File: config.mk
export PLATFORM = sky130hd
export DESIGN_NAME = fifo_exerciser
export DESIGN_NICKNAME = d
export VERILOG_FILES = /design/src/rtl/fifo_exerciser.sv
export SDC_FILE = /design/constraint.sdc
export NUM_CORES = 1
export LEC_CHECK = 0
export BUFFER_PORTS_ARGS = -buffer_cell sky130_fd_sc_hd__buf_2
export CAP_MARGIN = 10
export CORE_UTILIZATION = 45
export DETAILED_ROUTE_END_ITERATION = 16
export PLACE_DENSITY = 0.75
export SLEW_MARGIN = 0
export SYNTH_ARGS = -nofsm -noshare
export SYNTH_HDL_FRONTEND = slang
export SYNTH_SLANG_ARGS = --single-unit
File: constraint.sdc
create_clock -name clk -period 6 [get_ports clk]
set_input_delay 1.2 -clock clk [delete_from_list [all_inputs] [get_ports clk]]
set_output_delay 1.2 -clock clk [all_outputs]
set_load 0.01 [all_outputs]
File: src/rtl/fifo_exerciser.sv
// FIFO exerciser: streams a selectable data pattern into an external FIFO,
// reads it back, checks every beat, and reports errors and watchdog timeout.
module fifo_exerciser #(
  parameter int unsigned DWIDTH = 8,
  parameter int unsigned CWIDTH = 16,
  parameter int unsigned TWIDTH = 12,
  parameter logic [31:0] SEED   = 32'h0000_0001
) (
  input  logic              clk,
  input  logic              arst_n,
  input  logic              start,
  input  logic [1:0]        mode,
  input  logic [CWIDTH-1:0] length,
  input  logic [3:0]        wr_gap,
  input  logic [3:0]        rd_gap,
  input  logic              fifo_full,
  output logic              fifo_wdv,
  output logic [DWIDTH-1:0] fifo_wdata,
  input  logic              fifo_empty,
  output logic              fifo_rrq,
  input  logic              fifo_rdv,
  input  logic [DWIDTH-1:0] fifo_rdata,
  output logic              busy,
  output logic              done,
  output logic              pass,
  output logic              timeout,
  output logic [CWIDTH-1:0] err_count,
  output logic [CWIDTH-1:0] first_err_idx
);

  typedef enum logic [1:0] {IDLE, RUN, DRAIN, DONE} state_t;

  state_t              state_q, state_d;
  logic [1:0]          mode_q;
  logic [CWIDTH-1:0]   len_q;
  logic [3:0]          wgap_cfg, rgap_cfg;
  logic [3:0]          wgap_cnt, rgap_cnt;
  logic [CWIDTH-1:0]   wr_cnt, rq_cnt, rd_cnt;
  logic [TWIDTH-1:0]   wdog;
  logic [31:0]         w_lfsr, c_lfsr;
  logic [DWIDTH-1:0]   w_walk, c_walk;
  logic                timeout_q;
  logic [CWIDTH-1:0]   err_q, ferr_q;

  logic                active, start_ok, wr_go, rq_go, rd_beat, rd_exp;
  logic                wdog_hit, mismatch;
  logic [DWIDTH-1:0]   w_data, c_data;

  function automatic logic [31:0] lfsr_step(input logic [31:0] s);
    return {s[30:0], s[31] ^ s[21] ^ s[1] ^ s[0]};
  endfunction

  // Rotate written with shifts so DWIDTH=1 stays legal.
  function automatic logic [DWIDTH-1:0] walk_step(input logic [DWIDTH-1:0] w);
    return (w << 1) | (w >> (DWIDTH - 1));
  endfunction

  function automatic logic [DWIDTH-1:0] gen_data(input logic [1:0]        m,
                                                 input logic [CWIDTH-1:0] idx,
                                                 input logic [31:0]       lf,
                                                 input logic [DWIDTH-1:0] wk);
    case (m)
      2'd1:    return lf[DWIDTH-1:0];
      2'd2:    return wk;
      default: return DWIDTH'(idx);
    endcase
  endfunction

  always_comb begin
    active   = (state_q == RUN) || (state_q == DRAIN);
    start_ok = start && ((state_q == IDLE) || (state_q == DONE));
    wr_go    = (state_q == RUN) && (wr_cnt < len_q) && !fifo_full && (wgap_cnt == '0);
    rq_go    = active && (rq_cnt < len_q) && !fifo_empty && (rgap_cnt == '0);
    rd_beat  = active && fifo_rdv;
    rd_exp   = rd_cnt < len_q;
    wdog_hit = active && (wdog == '1);
    w_data   = gen_data(mode_q, wr_cnt, w_lfsr, w_walk);
    c_data   = gen_data(mode_q, rd_cnt, c_lfsr, c_walk);
    mismatch = rd_beat && (!rd_exp || (fifo_rdata != c_data));
  end

  always_ff @(posedge clk or negedge arst_n) begin
    if (!arst_n) state_q <= IDLE;
    else         state_q <= state_d;
  end

  always_comb begin
    state_d = state_q;
    case (state_q)
      IDLE:  if (start) state_d = RUN;
      RUN: begin
        if (wdog_hit)             state_d = DONE;
        else if (wr_cnt == len_q) state_d = (rd_cnt == len_q) ? DONE : DRAIN;
      end
      DRAIN: begin
        if (wdog_hit || (rd_cnt == len_q)) state_d = DONE;
      end
      DONE:  if (start) state_d = RUN;
      default: state_d = IDLE;
    endcase
  end

  always_comb begin
    busy          = active;
    done          = (state_q == DONE);
    pass          = (state_q == DONE) && (err_q == '0) && !timeout_q;
    fifo_rrq      = rq_go;
    timeout       = timeout_q;
    err_count     = err_q;
    first_err_idx = ferr_q;
  end

  always_ff @(posedge clk or negedge arst_n) begin
    if (!arst_n) begin
      mode_q     <= '0;
      len_q      <= '0;
      wgap_cfg   <= '0;
      rgap_cfg   <= '0;
      wgap_cnt   <= '0;
      rgap_cnt   <= '0;
      wr_cnt     <= '0;
      rq_cnt     <= '0;
      rd_cnt     <= '0;
      wdog       <= '0;
      w_lfsr     <= SEED;
      c_lfsr     <= SEED;
      w_walk     <= DWIDTH'(1);
      c_walk     <= DWIDTH'(1);
      timeout_q  <= 1'b0;
      err_q      <= '0;
      ferr_q     <= '1;
      fifo_wdv   <= 1'b0;
      fifo_wdata <= '0;
    end else begin
      fifo_wdv <= 1'b0;
      if (start_ok) begin
        mode_q    <= (mode == 2'd3) ? 2'd0 : mode;
        len_q     <= length;
        wgap_cfg  <= wr_gap;
        rgap_cfg  <= rd_gap;
        wgap_cnt  <= '0;
        rgap_cnt  <= '0;
        wr_cnt    <= '0;
        rq_cnt    <= '0;
        rd_cnt    <= '0;
        wdog      <= '0;
        w_lfsr    <= SEED;
        c_lfsr    <= SEED;
        w_walk    <= DWIDTH'(1);
        c_walk    <= DWIDTH'(1);
        timeout_q <= 1'b0;
        err_q     <= '0;
        ferr_q    <= '1;
      end else if (active) begin
        if (wr_go) begin
          fifo_wdv   <= 1'b1;
          fifo_wdata <= w_data;
          wr_cnt     <= wr_cnt + CWIDTH'(1);
          w_lfsr     <= lfsr_step(w_lfsr);
          w_walk     <= walk_step(w_walk);
          wgap_cnt   <= wgap_cfg;
        end else if (wgap_cnt != '0) begin
          wgap_cnt <= wgap_cnt - 4'd1;
        end

        if (rq_go) begin
          rq_cnt   <= rq_cnt + CWIDTH'(1);
          rgap_cnt <= rgap_cfg;
        end else if (rgap_cnt != '0) begin
          rgap_cnt <= rgap_cnt - 4'd1;
        end

        // Beats beyond length are errors but do not advance the checker.
        if (rd_beat && rd_exp) begin
          rd_cnt <= rd_cnt + CWIDTH'(1);
          c_lfsr <= lfsr_step(c_lfsr);
          c_walk <= walk_step(c_walk);
        end
        if (mismatch) begin
          if (err_q != '1) err_q <= err_q + CWIDTH'(1);
          if (err_q == '0) ferr_q <= rd_cnt;
        end

        if (wr_go || rq_go || rd_beat) wdog <= '0;
        else if (wdog_hit)             timeout_q <= 1'b1;
        else                           wdog <= wdog + TWIDTH'(1);
      end
    end
  end

endmodule

After elaboration in Yosys (flattened, before gate mapping)

Cells that the tools add are included.

Equal/unequal tests: 16
Add/subtract/negate cells: 7
Bitwise logic cells: 9
Magnitude comparators: 3
Mux-type cells: 57
Reductions and logical operators: 51

Operators by type and width:

| operator                                                         | count |
|---|---|
| 16-bit 2-to-1 mux                                                | 17 |
| 32-bit 2-to-1 mux                                                | 6 |
| 16-bit by 1-bit adder with 16-bit output (second input constant) | 4 |
| 16-bit < comparator                                              | 3 |
| 12-bit 2-to-1 mux                                                | 4 |
| 8-bit 2-to-1 mux                                                 | 6 |
| 16-bit equality test                                             | 2 |
| 4-bit 2-to-1 mux                                                 | 8 |
| 8-bit case mux with 2 select lines                               | 2 |
| 16-bit zero test                                                 | 1 |
| 16-bit != test (second input constant)                           | 1 |
| 8-bit by 1-bit bitwise OR with 8-bit output                      | 2 |
| 2-bit nonzero test                                               | 8 |
| 3-bit AND reduction                                              | 5 |
| 1-bit logical AND                                                | 13 |
| 12-bit by 1-bit adder with 12-bit output (second input constant) | 1 |
| 12-bit equality test (second input constant)                     | 1 |
| 2-bit AND reduction                                              | 6 |
| 2-bit 2-to-1 mux                                                 | 5 |
| 2-bit equality test (second input constant)                      | 4 |
| 4-bit zero test                                                  | 2 |
| 1-bit 2-to-1 mux                                                 | 8 |
| 8-bit != test                                                    | 1 |
| 4-bit nonzero test                                               | 2 |
| 13 further kinds                                                 | 31 |

Logic and storage cells: 163
Bits of input ports: 40
Bits in registers: 218

Logic depth before layout (Yosys ltp)

Depth in word-level cells: 10
Gate-level depth with buffers: 12

Least setup slack after synthesis

OpenSTA, ideal clock, no wires.

Path kind: input port to output port
From: input port fifo_empty
To: output port fifo_rrq
Data arrival time: 2.329 ns
Data required time: 4.800 ns
Setup slack: 2.471 ns
Stages on the path: 4
Path through: or4_4 a221oi_4 o21a_4 buf_4

Longest elaborated chain between the ends: 3

RTL lines:

| element                         | line | text |
|---|---|---|
| start, declared                 | 19   | `input logic fifo_empty,` |
| 1-bit zero test                 | 73   | `rq_go = active && (rq_cnt < len_q) && !fifo_empty && (rgap_cnt == '0);` |
| 1-bit logical AND (2 in series) | 73   |  |
| end, declared                   | 20   | `output logic fifo_rrq,` |

Every way passes these cells.

Worst setup path in the final report

From: register state_q[0]
To: output port fifo_rrq

Longest elaborated chain between the ends: 5
Elaborated cells between the ends (all ways): 6
Classes of those cells: eq/ne (2); reduce/logical (4)

RTL lines:

| element                                                                               | line | text |
|---|---|---|
| start, declared                                                                       | 33   | `state_t state_q, state_d;` |
| start signal, assigned                                                                | 84   | `else state_q <= state_d;` |
| 2-bit by 1-bit equality test with 1-bit output or 2-bit equality test (tied branches) | 70   | `active = (state_q == RUN) \|\| (state_q == DRAIN);` |
| 1-bit logical OR (*)                                                                  | 70   |  |
| 1-bit logical AND (*) (3 in series)                                                   | 73   |  |

Mark *: on every way between the ends. The rest lies on a longest branch, timed or not.

==> run metrics <==
grt ovf=0; relative slew slack=22.3%; Iter 0 DRT Violations=864; Setup Fix Bufs, Post-CTS=0; most common cell in the netlist=nand2_1; Post-Syn Area=0.0114 mm²; worst vdd ir=0.300 mV; I/O Pins=86; final net count=1408; wire length per cell=17.0 µm; worst hold path class=reg -> reg; Die ar.=0.0261 mm²; Vias=9364; EDFF count, synth=0; Die Height=161 µm; num rows=58; Longest Clk Path Bufs=3; Synth Warn #=0; Crit Path Class=reg -> out; fin. max-slew vios=0; LEAKAGE=6.05 nW; share of layout cells above drive strength 1=13.3%; Max Cap Violations=0; fin area=0.0130 mm²; ys async rst share=100%; Clk Latency, worst-skew pair=0.53 ns; period utilization=71.2%; GRT Total Usage=21.6%; fillers=2273; CTS Hold Bufs=0; detailed placement HPWL=18.5 mm; chip width=161 µm; final setup fails=0; most common flop cell mapped by yosys=dfrtp_1; Via-to-Cell Ratio=5.65; top-area cell type share of the netlist area=43.3%; post-CTS resize count=0; Worst EP required=4.80 ns; Max Fclk=234 MHz; Worst-path clk slew=0.06 ns; Post-synth top cells=nand2_1, dfrtp_1, o21ai_0; placed cell area=0.0121 mm²; Residual DRC=0; syn nets=1356; post-route ant nets=0; Pre-Repair DR Iteration Count=6; pwr dens=422 mW/mm²; Crit Path Max Fanout=17; initial antenna violation count=0; Netlist cell types=64; largest net degree at the start of global routing=148; CTS tree=done; outcome=finished clean; critical path capture point type=primary output; Area growth, synth to finish=13.3%; Worst Slack Setup Final=1.73 ns; register area share after synthesis=47.9%; WL final=28.1 mm; dpl ws=2.23 ns; Startpoint Class=flip-flop; CTS Sinks=218; CTS HTree Levels=1; first-pass GRT wire length=45.7 mm; Num CTS Buffers=25; crit path DAT=3.07 ns; Gate Count Post-Synth=1255; Tmin final=4.27 ns; setup repair after global routing missed its margin=false; Core ar.=0.0250 mm²; diode count=0; port bufs=85; initial cell density of the core=45.7%; register bit total from synthesis=218; setup TNS=0 ns; root buf cell=clkbuf_16; Fin. Hold Viols=0; vias in the first global route=8953; synth top area cells=dfrtp_1, nand2_1, ha_1; Mapped Avg Cell Area=9.12 µm²; area leader, netlist=dfrtp_1; GP Congestion=0.858; clk_skew=0.0229 ns; Slew @ Worst Pin=1.16 ns
-- registers in the layout, summed over array words and instances (netlist names) --
| name | count |
|---|---|
| rq_cnt | 16 |
| wdog | 12 |
| fifo_wdata | 8 |
| state_q | 2 |
| err_count | 16 |
| rgap_cfg | 4 |
| rd_cnt | 16 |
| len_q | 16 |
| rgap_cnt | 4 |
| wgap_cnt | 4 |
| first_err_idx | 16 |
| mode_q | 2 |
| c_lfsr | 32 |
| fifo_wdv | 1 |
| c_walk | 8 |
| w_walk | 8 |
| wr_cnt | 16 |
| w_lfsr | 32 |
| wgap_cfg | 4 |
| timeout | 1 |
-- kinds of logic after synthesis --
kind of cell | after synthesis | share of synthesized area (%)
xor+xnor | 41 | 3.14
simple gates | 540 | 22.1
fa+ha+maj | 61 | 6.67
compound gates | 253 | 14.2
flops | 218 | 47.9
buf+inv | 120 | 4.16
mux | 22 | 1.92
-- worst max-delay path, stage by stage, from the launching register on --
cell,delay (ns)
dfrtp_1,0.44
inv_1,0.07
ha_1,0.45
buf_4,0.26
or4_4,0.56
a221oi_4,0.29
o21a_4,0.32
buf_2,0.17
-- final cells by class --
type | instances | area, µm² | share of cell area, %
timing repair buffer | 94 | 513 | 3.96
inverter | 51 | 191 | 1.48
tap | 330 | 413 | 3.18
multi-input combinational | 917 | 5510 | 42.5
sequential | 218 | 5480 | 42.3
clock inverter | 11 | 118 | 0.907
clock buffer | 35 | 743 | 5.73
-- stage by stage --
| stage | hold WS [ns] | utilization, % | cells | total power, mW |
|---|---|---|---|---|
| 2_1_floorplan | 0.446 | - | 1255 | 3.31 |
| 3_3_place_gp | 0.450 | 48.3 | 1609 | 3.81 |
| 3_5_place_dp | 0.457 | 48.3 | 1609 | 3.90 |
| 4_1_cts | 0.472 | 51.8 | 1655 | 5.50 |
| 5_1_grt | 0.487 | 51.8 | 1656 | 5.82 |
| 6_report | 0.468 | 51.8 | 1656 | 5.48 |
-- layout by cell type, fill, tap and decap left out, types with 17 or more instances in the layout --
master	n
dfrtp_1	198
dfstp_2	20
nand3_1	64
clkbuf_16	25
mux2i_1	22
xor2_1	23
o21ai_0	114
a21oi_1	35
and3_1	17
nor3_1	17
nand2_1	259
nor2_1	63
or3_1	19
inv_1	49
nand4_1	34
buf_2	85
xnor2_1	18
ha_1	61
-- power by group --
part | internal, mW | leakage [nW] | switching [mW] | total, mW
sequential | 1.75 | 2.91 | 0.193 | 1.94
clock | 0.951 | 0.425 | 0.620 | 1.57
combinational | 0.633 | 2.72 | 1.33 | 1.96
total | 3.33 | 6.05 | 2.14 | 5.48
-- worst paths after layout --
kind / startpoint / endpoint / slack [ns] / cells after the start
setup / recovery: state_q[0]$_DFFE_PN0P_ / fifo_rrq / 1.73 / 7
hold / removal: w_lfsr[30]$_DFFE_PN0P_ / w_lfsr[31]$_DFFE_PN0P_ / 0.47 / 2
setup reg to reg: mode_q[0]$_DFFE_PN0P_ / first_err_idx[13]$_DFFE_PN1P_ / 2.29 / 9
hold reg to reg: w_lfsr[30]$_DFFE_PN0P_ / w_lfsr[31]$_DFFE_PN0P_ / 0.47 / 2
max in group asynchronous: arst_n / wr_cnt[1]$_DFFE_PN0P_ / 4.22 / 2
min in group asynchronous: arst_n / wgap_cnt[3]$_DFFE_PN0P_ / 0.64 / 1
-- per-layer routing --
metal | part of all wire [%] | global-route usage, % | up-vias
met1 | 45 | 29.8 | 4556
met5 | 0 | 0 | -
met2 | 47 | 35.4 | 248
met3 | 5.1 | 3.52 | 35
met4 | 2.0 | 5.53 | 0
li1 | - | - | 4525
No activity file was read; power rests on OpenSTA's default activity.
